### config.mk
export PLATFORM = sky130hd
export DESIGN_NAME = trap_sequencer
export DESIGN_NICKNAME = d
export VERILOG_FILES = /design/src/rtl/trap_sequencer.sv
export SDC_FILE = /design/constraint.sdc
export NUM_CORES = 1
export LEC_CHECK = 0
export ABC_AREA = 1
export CAP_MARGIN = 20
export CORE_MARGIN = 2
export CORE_UTILIZATION = 43
export CTS_CLUSTER_DIAMETER = 30
export DETAILED_ROUTE_END_ITERATION = 16
export PLACE_DENSITY_LB_ADDON = 0.15
export SLEW_MARGIN = 30
export SYNTH_ARGS = -nofsm -noshare
export SYNTH_HDL_FRONTEND = slang
export SYNTH_SLANG_ARGS = --single-unit
### constraint.sdc
create_clock -name CLK -period 2 [get_ports CLK]
set_clock_uncertainty 0.05 [all_clocks]
set_input_delay 0.3 -clock CLK [delete_from_list [all_inputs] [get_ports CLK]]
set_output_delay 0.3 -clock CLK [all_outputs]
set_load 0.02 [all_outputs]
### src/rtl/trap_sequencer.sv
// Machine-mode trap entry / MRET sequencer: captures the writeback context on
// acceptance, then emits one CSR write per cycle and finishes with a redirect.
module trap_sequencer (
    input  logic        CLK,
    input  logic        RESET,
    input  logic        WB_V,
    input  logic [63:0] WB_PC,
    input  logic        TRAP_REQ,
    input  logic [63:0] TRAP_CAUSE,
    input  logic [63:0] TRAP_TVAL,
    input  logic        MRET,
    input  logic [63:0] MTVEC,
    input  logic [63:0] MEPC,
    input  logic [63:0] MSTATUS,
    output logic        CSR_WE,
    output logic [11:0] CSR_ADDR,
    output logic [63:0] CSR_WDATA,
    output logic        STALL,
    output logic        FLUSH,
    output logic        PC_REDIRECT,
    output logic [63:0] REDIRECT_PC,
    output logic        BUSY
);

    localparam logic [11:0] ADDR_MSTATUS = 12'h300;
    localparam logic [11:0] ADDR_MEPC    = 12'h341;
    localparam logic [11:0] ADDR_MCAUSE  = 12'h342;
    localparam logic [11:0] ADDR_MTVAL   = 12'h343;

    typedef enum logic [2:0] {IDLE, W_MEPC, W_MCAUSE, W_MTVAL, W_MSTAT, REDIR} state_e;

    state_e      state_q, state_d;
    logic        is_trap_q, is_trap_d;
    logic [63:0] cause_q, cause_d;
    logic [63:0] tval_q, tval_d;
    logic [63:0] mtvec_q, mtvec_d;
    logic [63:0] mepc_q, mepc_d;
    logic [63:0] mstatus_q, mstatus_d;
    logic        csr_we_q, csr_we_d;
    logic [11:0] csr_addr_q, csr_addr_d;
    logic [63:0] csr_wdata_q, csr_wdata_d;
    logic        flush_q, flush_d;
    logic        redir_q, redir_d;
    logic [63:0] redir_pc_q, redir_pc_d;
    logic        busy_q, busy_d;

    function automatic logic [63:0] trap_mstatus(input logic [63:0] s);
        logic [63:0] r;
        r        = s;
        r[7]     = s[3];
        r[3]     = 1'b0;
        r[12:11] = 2'b11;
        return r;
    endfunction

    function automatic logic [63:0] mret_mstatus(input logic [63:0] s);
        logic [63:0] r;
        r        = s;
        r[3]     = s[7];
        r[7]     = 1'b1;
        r[12:11] = 2'b00;
        return r;
    endfunction

    function automatic logic [63:0] trap_target(input logic [63:0] tvec, input logic [63:0] cause);
        logic [63:0] base;
        base = {tvec[63:2], 2'b00};
        if (tvec[1:0] == 2'b01 && cause[63])
            return base + {56'd0, cause[5:0], 2'b00};
        return base;
    endfunction

    // Outputs are computed for the state being entered so they register alongside it.
    always_comb begin
        state_d     = state_q;
        is_trap_d   = is_trap_q;
        cause_d     = cause_q;
        tval_d      = tval_q;
        mtvec_d     = mtvec_q;
        mepc_d      = mepc_q;
        mstatus_d   = mstatus_q;
        csr_we_d    = 1'b0;
        csr_addr_d  = csr_addr_q;
        csr_wdata_d = csr_wdata_q;
        flush_d     = 1'b0;
        redir_d     = 1'b0;
        redir_pc_d  = redir_pc_q;
        busy_d      = 1'b1;
        case (state_q)
            IDLE: begin
                busy_d = 1'b0;
                if (WB_V && (TRAP_REQ || MRET)) begin
                    is_trap_d = TRAP_REQ;
                    cause_d   = TRAP_CAUSE;
                    tval_d    = TRAP_TVAL;
                    mtvec_d   = MTVEC;
                    mepc_d    = MEPC & ~64'd1;
                    mstatus_d = MSTATUS;
                    busy_d    = 1'b1;
                    csr_we_d  = 1'b1;
                    if (TRAP_REQ) begin
                        state_d     = W_MEPC;
                        csr_addr_d  = ADDR_MEPC;
                        csr_wdata_d = WB_PC & ~64'd1;
                    end else begin
                        state_d     = W_MSTAT;
                        csr_addr_d  = ADDR_MSTATUS;
                        csr_wdata_d = mret_mstatus(MSTATUS);
                    end
                end
            end
            W_MEPC: begin
                state_d     = W_MCAUSE;
                csr_we_d    = 1'b1;
                csr_addr_d  = ADDR_MCAUSE;
                csr_wdata_d = cause_q;
            end
            W_MCAUSE: begin
                state_d     = W_MTVAL;
                csr_we_d    = 1'b1;
                csr_addr_d  = ADDR_MTVAL;
                csr_wdata_d = tval_q;
            end
            W_MTVAL: begin
                state_d     = W_MSTAT;
                csr_we_d    = 1'b1;
                csr_addr_d  = ADDR_MSTATUS;
                csr_wdata_d = trap_mstatus(mstatus_q);
            end
            W_MSTAT: begin
                state_d    = REDIR;
                redir_d    = 1'b1;
                flush_d    = 1'b1;
                redir_pc_d = is_trap_q ? trap_target(mtvec_q, cause_q) : mepc_q;
            end
            REDIR: begin
                state_d = IDLE;
                busy_d  = 1'b0;
            end
            default: begin
                state_d = IDLE;
                busy_d  = 1'b0;
            end
        endcase
    end

    always_ff @(posedge CLK) begin
        if (RESET) begin
            state_q     <= IDLE;
            is_trap_q   <= 1'b0;
            cause_q     <= '0;
            tval_q      <= '0;
            mtvec_q     <= '0;
            mepc_q      <= '0;
            mstatus_q   <= '0;
            csr_we_q    <= 1'b0;
            csr_addr_q  <= '0;
            csr_wdata_q <= '0;
            flush_q     <= 1'b0;
            redir_q     <= 1'b0;
            redir_pc_q  <= '0;
            busy_q      <= 1'b0;
        end else begin
            state_q     <= state_d;
            is_trap_q   <= is_trap_d;
            cause_q     <= cause_d;
            tval_q      <= tval_d;
            mtvec_q     <= mtvec_d;
            mepc_q      <= mepc_d;
            mstatus_q   <= mstatus_d;
            csr_we_q    <= csr_we_d;
            csr_addr_q  <= csr_addr_d;
            csr_wdata_q <= csr_wdata_d;
            flush_q     <= flush_d;
            redir_q     <= redir_d;
            redir_pc_q  <= redir_pc_d;
            busy_q      <= busy_d;
        end
    end

    assign CSR_WE      = csr_we_q;
    assign CSR_ADDR    = csr_addr_q;
    assign CSR_WDATA   = csr_wdata_q;
    assign STALL       = busy_q;
    assign BUSY        = busy_q;
    assign FLUSH       = flush_q;
    assign PC_REDIRECT = redir_q;
    assign REDIRECT_PC = redir_pc_q;

endmodule

Word-level counts from Yosys, hierarchy flattened --
Index checks and enable logic that the tools add are counted.
Storage, ports and cells: memory bits (writable) 0, bits in latches 0, output and inout bits 145, memories 0, flip-flop bits (word level) 466, bits of input ports 389, bits in read-only memories 0, word-level logic and storage cells 47
Operators by class: multiply operators 0, multiplexer cells 18, shifts and indexed selects 0, reduce and logical (&&, ||, !) cells 9, bitwise logic cells 0, eq/ne operators 6, divide/modulo/power cells 0, $add $sub $neg 1, $lt $le $gt $ge 0
Operator list (count):
- $mux W64 | 5
- $pmux W64 S4 | 1
- $add A64 B8 Y64 | 1
- $pmux W12 S4 | 1
- $pmux W3 S5 | 1
- $mux W12 | 1
- $mux W7 | 1
- $eq A3 B2 Y1 const B | 2
- $mux W3 | 2
- $mux W1 | 4
- $pmux W1 S2 | 2
- $reduce_and A2 Y1 | 2
- $reduce_bool A4 Y1 | 1
- $reduce_or A4 Y1 | 1
- $eq A3 B1 Y1 const B | 1
- $eq A3 B3 Y1 const B | 1
- $logic_not A3 Y1 | 1
- $reduce_or A3 Y1 | 1
- $eq A2 B1 Y1 const B | 1
- $logic_and A1 B1 Y1 | 2
- $ne A2 B2 Y1 const B | 1
- $logic_or A1 B1 Y1 | 1

Depth between registers and ports, before layout --
word-level depth 6, gate-level depth with buffers 14, gate-level depth less buffers 14

Worst setup path after synthesis --
No wires, ideal clock.
path type reg-to-reg, from register cause_q[0], to register redir_pc_q[20], in the netlist REDIRECT_PC[20], data required time 1.816 ns, clock period less this slack 1.947 ns, arrival 1.764 ns, slack 0.053 ns, stages on the path, launching flop included 13, setup time 0.134 ns, buffers on the path 0, cells stage by stage dfxtp_1 ha_1 fa_1 nand2_1 nand3_1 nand3_1 nand2_1 nand3_2 inv_1 nand2_1 xnor2_1 o21ai_0 a21oi_1
On the way: word-level cells in the longest chain between the ends 4
RTL lines:
- start: declaration | line 34 | logic [63:0] cause_q, cause_d;
- start signal: assignment | line 166 | cause_q <= cause_d;
- $add A64 B8 Y64 | line 69 | return base + {56'd0, cause[5:0], 2'b00};
- $mux W64 | line 68 | if (tvec[1:0] == 2'b01 && cause[63])
- $mux W64 | line 70 | return base;
- $mux W64 | line 134 | redir_pc_d = is_trap_q ? trap_target(mtvec_q, cause_q) : mepc_q;
- end signal: assignment | line 176 | redir_pc_q <= redir_pc_d;
- end: declaration | line 44 | logic [63:0] redir_pc_q, redir_pc_d;
Every way passes these cells. The select of a mux whose other input is x is not followed. A chain may end at the register's enable or synchronous reset.

Worst setup path after layout --
from register mtvec_q[2], to register redir_pc_q[42], in the netlist REDIRECT_PC[42]
On the way: word-level cells in the longest chain between the ends 4
RTL lines:
- start: declaration | line 36 | logic [63:0] mtvec_q, mtvec_d;
- start signal: assignment | line 168 | mtvec_q <= mtvec_d;
- $add A64 B8 Y64 | line 69
- $mux W64 | line 68
- $mux W64 | line 70
- $mux W64 | line 134
Every way passes these cells. The select of a mux whose other input is x is not followed.

==> flow_summary_export.csv <==
group,metric,value,unit
sta,setup_slack,-0.182,ns
cts,ctsHoldBuffers,0,
logic_synthesis,async_flop_share,0,
logic_synthesis,syn_area,20300,µm²
global_routing,grt_pass1_wl,121,mm
worst_setup_path,critPathMaxStageDelay,0.35,ns
worst_setup_path,path_common_cell,"nand2_2",
logic_synthesis,synthCells,2857,
logic_synthesis,synth_seq_cells,454,
routing,drtAntennaViolNets,0,
floorplan,core_area,46600,µm²
worst_setup_path,crit_start,"mtvec_q[2]$_SDFFE_PP0P_",
cells_and_area,drive_above_1_share,0.151,
global_routing,grt_pass1_vias,22476,
routing,drt_iter0_markers,1825,
power,power_density,1170,nW/µm²
sta,rsz0062_at_grt,"true",
logic_synthesis,synth.top_cell.area_share,0.448,
worst_hold_path,hold_path.class,"input port to flop",
worst_setup_path,worstSetupEndpoint,"REDIRECT_PC[42]$_SDFFE_PP0P_",
global_routing,grt_start_max_net_pins,96,
logic_synthesis,syn-mean-instance-area,7.10,µm²
worst_setup_path,end_kind,"flop",
worst_setup_path,crit_type,"flop to flop",
cts,numCtsBuffers,102,
routing,firstDrtPassIters,6,
logic_synthesis,ys_seq_area_frac,0.448,
floorplan,dieHeight,221,µm
placement,dp_hpwl,55.1,mm
outcome,violations,"setup timing",
routing,finalWirelength,79.5,mm
logic_synthesis,synth_cell_types,44,
logic_synthesis,synth_edf_count,0,
power,power,0.0370,W
placement,postPlaceCellArea,27200,µm²
sta,finalHoldWorstSlack,0.0771,ns
run,drv_cap,0,
sta,relSlewSlack,0.436,
placement,port_buffers,521,
sta,hold_violations,0,
worst_setup_path,rr_startpoint,"mtvec_q[2]$_SDFFE_PP0P_",
sta,tightest_slew,0.845,ns
floorplan,floorplan.initialDensity,0.436,
worst_setup_path,path_cells,"ha_4, fa_2, nand2_4, nand3_4, nand3_2, nand2_2, nand3_4, nor2_4, nand2_2, nand2_2, nand2_1, o21ai_1, a21oi_1",
cells_and_area,design_area,31600,µm²
placement,place.gp.congestion,0.947,
worst_setup_path,crit_fanout,5,
cells_and_area,area_delta_synth_final,55.5,%
global_routing,antenna_found_initial,18,
routing,vias,22467,
worst_setup_path,rr_endpoint,"REDIRECT_PC[42]$_SDFFE_PP0P_",
cts,h-tree-depth,3,
sta,fin_crit_sh,1.09,
worst_setup_path,r2r_cells,13,
logic_synthesis,ys_top_cells_by_area,"dfxtp_1, a21oi_1, o21ai_0",
worst_setup_path,cp.depth,13,
cells_and_area,mostFrequentLayoutCell,"clkdlybuf4s50_1",
cells_and_area,final_nets,3848,
power,p_leak,12.6,nW
sta,fin_tns_setup,-1.84,ns
sta,fmax,458,MHz
logic_synthesis,synth_flop_cell,"dfxtp_1",
sta,setup_viol,26,
floorplan,die_w,221,µm
routing,route.detailed.drc,0,
worst_setup_path,crit_slowest_cell,"dfxtp_2",
worst_setup_path,path_delay_family,"simple AND/OR/NAND/NOR gates",
worst_setup_path,timing.critical_path.buf_inv,0,
cts,cts_num_sinks,454,
power,vdd_drop_max,1240,µV
worst_setup_path,cp-start-kind,"flop",
placement,place_ws,-0.258,ns
cells_and_area,layout_common_cells,"clkdlybuf4s50_1, dfxtp_1, a21oi_1, o21ai_0, nor2_1",
worst_setup_path,worstPathRequired,2.42,ns
worst_setup_path,regToRegSetupSlack,-0.18,ns
sta,drv_slew,0,
floorplan,rows,79,
global_routing,overflow,0,
cts,clk_latency,0.65,ns
global_routing,grt.total_usage,0.309,
cts,cts_root_buf,"clkbuf_16",
floorplan,ioPinCount,534,
logic_synthesis,synth.yosys.warnings,0,
floorplan,die_area,49000,µm²
routing,wire_per_inst,19.1,µm
worst_setup_path,arrival,2.60,ns
cts,cts_tree,"yes",
sta,fin_crit,2.18,ns
routing,avgViaCountPerCell,5.40,
outcome,status,"finished, violations left",
logic_synthesis,synth_top_area_cell,"dfxtp_1",
cts,clk_pin_slew,0.05,ns
cts,ctsLongestPathBuffers,3,
worst min path at each step:
stage	start	endpoint	slack (ns)	cells after the start
2_1_floorplan	mepc_q[21]$_SDFFE_PP0P_	mepc_q[21]$_SDFFE_PP0P_	0.37	2
3_3_place_gp	mstatus_q[4]$_SDFFE_PP0P_	mstatus_q[4]$_SDFFE_PP0P_	0.39	2
3_5_place_dp	mstatus_q[42]$_SDFFE_PP0P_	mstatus_q[42]$_SDFFE_PP0P_	0.39	2
4_1_cts	RESET	mtvec_q[5]$_SDFFE_PP0P_	0.07	4
5_1_grt	RESET	cause_q[1]$_SDFFE_PP0P_	0.09	4
6_report	RESET	mepc_q[62]$_SDFFE_PP0P_	0.08	4
through the flow:
step	cells	utilization
floorplan	2864	-
global placement	3947	0.583
detailed placement	3947	0.583
CTS	4147	0.671
global route	4159	0.678
finish	4161	0.678
area by class of cell:
cell class,count,area [µm²]
fill,3801,15000
clock inverter,76,1030
tap,607,759
inverter,232,897
timing repair buffer,695,7060
multi-input combinational,1967,9930
antenna,12,30.0
clock buffer,118,2740
sequential,454,9130
kinds of logic (layout without fill, tap and decap cells):
logic type                 count (synthesis)  in the layout  share of synthesized area
adders and majority gates                  7              7                    0.00469
xor gates and xnor gates                  10             10                    0.00432
buffers and inverters                    443           1121                     0.0882
AOI/OAI and AO/OA                       1011           1011                      0.265
and+or+nand+nor                          931            931                      0.189
other                                      1             20                   0.000185
DFF                                      454            454                      0.448
synth_stat cells, types with 25 or more instances:
cell      number
a21oi_1      434
nor2_1       383
o21ai_0      414
o22ai_1       41
buf_2         59
nand2_1      396
a211oi_1      59
dfxtp_1      454
nand3_1       78
inv_1        219
clkbuf_1     133
o21ai_1       25
worst reg2reg max path, stage by stage, from the launching register on:
cell and delay (ns):
dfxtp_2 0.35, ha_4 0.15, fa_2 0.23, nand2_4 0.07, nand3_4 0.08, nand3_2 0.11, nand2_2 0.12, nand3_4 0.13
nor2_4 0.29, nand2_2 0.10, nand2_2 0.06, nand2_1 0.04, o21ai_1 0.14, a21oi_1 0.10
flip-flops by register name, indices dropped and copies added (netlist names):
register,cells
tval_q,64
mstatus_q,61
state_q,3
CSR_WE,1
CSR_WDATA,64
is_trap_q,1
mepc_q,63
CSR_ADDR,4
REDIRECT_PC,63
PC_REDIRECT,1
cause_q,64
mtvec_q,64
BUSY,1
routing by layer:
layer / part of all wire / global-route usage / wire length (µm)
met3: 0.073 / 0.0664 / 5770
met2: 0.50 / 0.544 / 39800
met5: 0.00094 / 0 / 75
met1: 0.39 / 0.354 / 30700
met4: 0.040 / 0.153 / 3200
power by group:
part / internal (W) / switching [W] / leakage, nW
Clock: 0.0122 / 0.00581 / 1.81
Combinational: 0.00325 / 0.00444 / 7.07
Sequential: 0.0105 / 0.000817 / 3.75
repair_timing:
| action | in CTS | in global routing |
|---|---|---|
| buffers inserted | 7 | 4 |
| gates resized for setup | 113 | 102 |
| pin swaps | 28 | 28 |
| setup endpoints to repair | 92 | 70 |
Power figures use the tool's default switching activity.
